<file path="config.mk">
export PLATFORM = sky130hd
export DESIGN_NAME = ppu_compositor
export DESIGN_NICKNAME = d
export VERILOG_FILES = /design/src/rtl/ppu_pkg.sv /design/src/rtl/ppu_pal_ram.sv /design/src/rtl/ppu_compositor.sv
export SDC_FILE = /design/constraint.sdc
export NUM_CORES = 1
export LEC_CHECK = 0
export CAP_MARGIN = 40
export CELL_PAD_IN_SITES_DETAIL_PLACEMENT = 1
export CELL_PAD_IN_SITES_GLOBAL_PLACEMENT = 2
export CORE_MARGIN = 4
export CORE_UTILIZATION = 46
export DETAILED_ROUTE_END_ITERATION = 16
export PLACE_DENSITY_LB_ADDON = 0.1
export RECOVER_POWER = 100
export SLEW_MARGIN = 10
export SYNTH_ARGS = -nofsm -noshare
export SYNTH_HDL_FRONTEND = slang
export SYNTH_SLANG_ARGS = --single-unit
</file>
<file path="constraint.sdc">
create_clock -name clk_in -period 13.55 [get_ports clk_in]
set_clock_uncertainty 0.05 [all_clocks]
set_input_delay 2.0325 -clock clk_in [delete_from_list [all_inputs] [get_ports clk_in]]
set_output_delay 2.0325 -clock clk_in [all_outputs]
set_load 0.05 [all_outputs]
</file>
<file path="src/rtl/ppu_pkg.sv">
// ppu_pkg: shared widths, greyscale mask and palette address mirroring
package ppu_pkg;
   localparam int PRAM_A_W = 5;
   localparam int SYS_PAL_W = 6;
   localparam int IDX_W = 4;
   localparam logic [SYS_PAL_W-1:0] GREY_MASK = 6'h30;
   function automatic logic [PRAM_A_W-1:0] pram_mirror(input logic [PRAM_A_W-1:0] a);
      return (a[1:0] == 2'b00) ? {1'b0, a[3:0]} : a;
   endfunction
endpackage

</file>
<file path="src/rtl/ppu_pal_ram.sv">
// ppu_pal_ram: 32x6 palette RAM with mirrored CPU and render read ports
module ppu_pal_ram
   import ppu_pkg::*;
(
   input  logic                 clk_in,
   input  logic                 rst_in,
   input  logic [PRAM_A_W-1:0]  cpu_a_in,
   input  logic [SYS_PAL_W-1:0] cpu_d_in,
   input  logic                 cpu_wr_in,
   output logic [SYS_PAL_W-1:0] cpu_d_out,
   input  logic [PRAM_A_W-1:0]  ren_a_in,
   input  logic                 ren_en_in,
   input  logic [SYS_PAL_W-1:0] ren_mask_in,
   output logic [SYS_PAL_W-1:0] ren_d_out
);
   logic [SYS_PAL_W-1:0] mem_q [1<<PRAM_A_W];
   logic [SYS_PAL_W-1:0] cpu_q, ren_q;
   // storage plus both registered read ports; reads see pre-write contents
   always_ff @(posedge clk_in or posedge rst_in) begin
      if (rst_in) begin
         mem_q <= '{default: '0};
         cpu_q <= '0;
         ren_q <= '0;
      end else begin
         if (cpu_wr_in) mem_q[pram_mirror(cpu_a_in)] <= cpu_d_in;
         cpu_q <= mem_q[pram_mirror(cpu_a_in)];
         if (ren_en_in) ren_q <= mem_q[pram_mirror(ren_a_in)] & ren_mask_in;
      end
   end
   assign cpu_d_out = cpu_q;
   assign ren_d_out = ren_q;
endmodule

</file>
<file path="src/rtl/ppu_compositor.sv">
// ppu_compositor: background/sprite merge, clipping, priority, palette lookup and sprite-0 hit
module ppu_compositor
   import ppu_pkg::*;
#(
   parameter int SPR_CH = 1,
   parameter int CLIP_W = 8,
   parameter int X_W = 10
) (
   input  logic                  clk_in,
   input  logic                  rst_in,
   input  logic                  pix_pulse_in,
   input  logic [X_W-1:0]        nes_x_in,
   input  logic                  frame_start_in,
   input  logic [IDX_W-1:0]      bg_idx_in,
   input  logic [4*SPR_CH-1:0]   spr_idx_in,
   input  logic [SPR_CH-1:0]     spr_pri_in,
   input  logic                  spr_primary_in,
   input  logic                  bg_en_in,
   input  logic                  spr_en_in,
   input  logic                  bg_clip_in,
   input  logic                  spr_clip_in,
   input  logic                  greyscale_in,
   input  logic [PRAM_A_W-1:0]   pram_a_in,
   input  logic [SYS_PAL_W-1:0]  pram_d_in,
   input  logic                  pram_wr_in,
   output logic [SYS_PAL_W-1:0]  pram_d_out,
   output logic [SYS_PAL_W-1:0]  sys_palette_idx_out,
   output logic                  pix_valid_out,
   output logic                  spr0_hit_out
);
   logic                in_clip, bg_op, found, win_pri, hit_d, hit_q;
   logic [SPR_CH-1:0]   spr_op;
   logic [IDX_W-1:0]    win_idx;
   logic [PRAM_A_W-1:0] addr_d, addr_q;
   logic                vld_q, vld2_q, grey_q;
   assign in_clip = nes_x_in < X_W'(CLIP_W);
   // opacity, lowest-channel-wins arbitration, priority mux and hit next-state
   always_comb begin
      bg_op = bg_en_in && !(bg_clip_in && in_clip) && bg_idx_in[1:0] != 2'b00;
      spr_op = '0;
      found = 1'b0;
      win_pri = 1'b0;
      win_idx = '0;
      for (int n = SPR_CH - 1; n >= 0; n--) begin
         spr_op[n] = spr_en_in && !(spr_clip_in && in_clip) && spr_idx_in[4*n +: 2] != 2'b00;
         if (spr_op[n]) begin
            found = 1'b1;
            win_pri = spr_pri_in[n];
            win_idx = spr_idx_in[4*n +: 4];
         end
      end
      addr_d = (found && (!win_pri || !bg_op)) ? {1'b1, win_idx} : bg_op ? {1'b0, bg_idx_in} : '0;
      hit_d = frame_start_in ? 1'b0 :
              (pix_pulse_in && spr_primary_in && spr_op[0] && bg_op && nes_x_in != X_W'(255)) ? 1'b1 : hit_q;
   end
   // stage-1 address capture, valid pipeline and sticky hit flag
   always_ff @(posedge clk_in or posedge rst_in) begin
      if (rst_in) begin
         addr_q <= '0;
         grey_q <= 1'b0;
         vld_q <= 1'b0;
         vld2_q <= 1'b0;
         hit_q <= 1'b0;
      end else begin
         if (pix_pulse_in) begin
            addr_q <= addr_d;
            grey_q <= greyscale_in;
         end
         vld_q <= pix_pulse_in;
         vld2_q <= vld_q;
         hit_q <= hit_d;
      end
   end
   ppu_pal_ram u_ram (
      .clk_in      (clk_in),
      .rst_in      (rst_in),
      .cpu_a_in    (pram_a_in),
      .cpu_d_in    (pram_d_in),
      .cpu_wr_in   (pram_wr_in),
      .cpu_d_out   (pram_d_out),
      .ren_a_in    (addr_q),
      .ren_en_in   (vld_q),
      .ren_mask_in (grey_q ? GREY_MASK : {SYS_PAL_W{1'b1}}),
      .ren_d_out   (sys_palette_idx_out)
   );
   assign pix_valid_out = vld2_q;
   assign spr0_hit_out = hit_q;
endmodule

</file>
==> results.toml <==
[worst_setup_path]
path_class = "in2async"
cp-end-kind = "async pin"
rrSetupSlack_ns = 8.72
worst-endpoint-arrival_ns = 7.38
cp_data_required_time_ns = 13.38
ff2ff_path_depth = 5
cp-endpoint = "u_ram.mem_q[25]"
r2r_end = "u_ram.ren_d_out[3]"
crit_start = "rst_in"
critPathLaunchType = "primary input"
timing.rr.start = "addr_q[0]"
cp_max_fo = 94

[yosys]
postSynthAreaPerCell_sq_um = 13.3
ys_types = 59
synth_top_area_share_pct = 47.5
synth.largest_area_cell = "dfrtp_1"
seq_area_frac_synth_pct = 47.5
async_flop_share_pct = 100
synth.top_cells.by_area = "dfrtp_1 (47%), mux2_2 (18%), mux4_2 (7.8%)"
synth-edff-count = 0
ys_seq_elements = 208
synth_most_common_cell = "dfrtp_1"
synthTopCellsByCount = "dfrtp_1 (208), mux2_2 (174), nand2_1 (50), o21ai_0 (43), clkbuf_1 (39)"
synthCells = 827
synthFlopType = "dfrtp_1"
syn_area_sq_um = 11000
yosysWarningCount = 0
synth.net_count = 868

[outcome]
status = "finished with violations"
violations = "max-capacitance violations, max-slew violations"

[clocking]
root_buffer = "clkbuf_16"
cts_resized = 0
cts_max_level = 1
hold_buffers = 0
post-cts-setup-buffers = 0
cts_buffers = 25
insertion_delay_ns = 0.51
clockBufferDepth = 3
clk_pin_slew_ns = 0.05
cts.sinks = 208
cts_tree = "built"

[die]
die_area_sq_um = 26400
rows = 56
start_util_pct = 46.7
die_y_um = 162
ioPinCount = 55
core-area_sq_um = 23500
die_w_um = 162

[pwr]
p_per_area_nw_per_um2 = 152
pwr-share-clk_pct = 33.1
p_leak_nw = 5.27
p_sw_share_pct = 29.4
pwr-share-seq_pct = 44.3
p_comb_share_pct = 22.6
p_sw_mw = 0.552
peakVddDrop_uv = 93.9
p_total_mw = 1.87
internal-power_mw = 1.32

[sta]
final_max_slew_viol_count = 209
fmax_mhz = 132
hold_violations = 0
setup-tns-final_ns = 0
grt_setup_unrepaired = "false"
layout_min_cycle_time_ns = 7.56
tightest_slew_ns = 3.28
finalCritPeriodShare_pct = 55.8
slew_headroom_pct = -119
setup_viol = 0

[grt]
grt_pass1_wl_um = 49600
antenna_found_initial = 1
grt_pass1_vias = 7741
grt-ovfl-total = 0
grt.total_usage_pct = 24.8
grt_max_degree = 95

[drt]
vias = 7237
wl_um = 32400
drt_iter0_markers = 480
drtPass1Iterations = 5
drc = 0
ant_nets = 0
vias_per_cell = 6.16
routedWlPerCell_um = 27.6

[min_path]
hp-class = "reg2reg"

[finish]
fin_cells = 1175
final.fill_count = 2333
syn_to_final_growth_pct = 12.4
stdcell_area_sq_um = 12300
fin_nets = 883
drive_gt1_share_pct = 31.5

[flow_run]
drv_cap = 7

[placed_design]
io_buffers = 54
numPlacedInstances = 1134
dpl.hpwl_um = 22400
postPlaceCellArea_sq_um = 11700
gp_routability_congestion = 0.848
flip-flops by register name, indices dropped and copies added, names as in the netlist:
| name | flops |
|---|---|
| pix_valid_out | 1 |
| u_ram.ren_d_out | 6 |
| spr0_hit_out | 1 |
| addr_q | 5 |
| grey_q | 1 |
| u_ram.cpu_d_out | 6 |
| vld_q | 1 |
| u_ram.mem_q | 187 |
final cells by class:
type | count | area, sq um | area share [%]
Tap cell | 319 | 399 | 3.24
Clock buffer | 38 | 704 | 5.72
Multi-Input combinational cell | 519 | 5220 | 42.3
Inverter | 16 | 61.3 | 0.498
Timing Repair Buffer | 72 | 692 | 5.62
Clock inverter | 2 | 35.0 | 0.284
Sequential cell | 208 | 5210 | 42.3
Antenna cell | 1 | 2.50 | 0.0203
metal layers:
metal / track usage [%] / vias to the layer above / share of wire [%]
met2: 40.8 / 182 / 49
met4: 5.54 / 2 / 2.3
met5: 0 / - / 0.022
met1: 35.2 / 3872 / 45
li1: - / 3137 / -
met3: 3.75 / 44 / 4.2
per-stage QoR:
stage                     util, %  setup slack (ns)  hold WS (ns)
final                        52.5              5.99         0.318
after global routing         52.5              4.79         0.329
after CTS                    52.9              9.22         0.323
after detailed placement     49.7              8.68         0.311
after global placement       49.3              8.74         0.308
after floorplan                 -              5.79         0.372
cell families after synthesis:
logic type             after synthesis  share of synthesized area [%]
DFF                                208                           47.5
and+or+nand+nor                    112                           5.43
buffers and inverters              100                           4.42
muxes                              262                           33.8
AOI/OAI and AO/OA                  145                           8.86
critical path, stage by stage:
cell and delay [ns]:
dlygate4sd3_1 0.55, clkinvlp_2 1.00, buf_16 0.42, clkbuf_1 0.89
clkbuf_1 2.39
how the worst min path moves through the flow:
| stage | start | endpoint | slack [ns] | cells past startpoint |
|---|---|---|---|---|
| after floorplan | u_ram.mem_q[18] | u_ram.mem_q[18] | 0.37 | 1 |
| after global placement | u_ram.mem_q[70] | u_ram.mem_q[70] | 0.31 | 0 |
| after detailed placement | u_ram.mem_q[42] | u_ram.mem_q[42] | 0.31 | 0 |
| after CTS | u_ram.mem_q[92] | u_ram.mem_q[92] | 0.32 | 0 |
| after global routing | u_ram.mem_q[93] | u_ram.mem_q[93] | 0.33 | 0 |
| final | u_ram.mem_q[93] | u_ram.mem_q[93] | 0.32 | 0 |
cell usage in the layout, fill, tap and decap left out, types with 3 or more instances in the layout:
master	count
mux2_4	6
clkbuf_1	15
a221o_1	3
mux4_1	22
nor3_1	6
o211ai_1	5
nand4_1	4
a22oi_1	16
buf_8	3
clkdlybuf4s50_1	33
buf_4	10
mux2i_1	22
o311ai_0	6
a22o_1	8
dfrtp_1	207
mux2_2	172
nor2_1	16
a21o_1	4
inv_1	15
clkbuf_16	25
o21ai_0	43
o221ai_1	5
a211oi_1	8
dlygate4sd3_1	19
o22ai_1	5
nor2b_1	11
nand2_1	50
mux4_2	38
clkbuf_8	3
a21oi_1	22
nand2b_1	10
a221oi_1	7
power groups by stage:
stage	clock [mW]	combinational [mW]	sequential (mW)
after floorplan	0	0.292	0.819
after global placement	0	0.414	0.830
after detailed placement	0	0.428	0.839
after CTS	0.635	0.431	0.830
after global routing	0.667	0.453	0.844
final	0.620	0.423	0.831
Note: power is estimated with default switching activity, not from simulation.
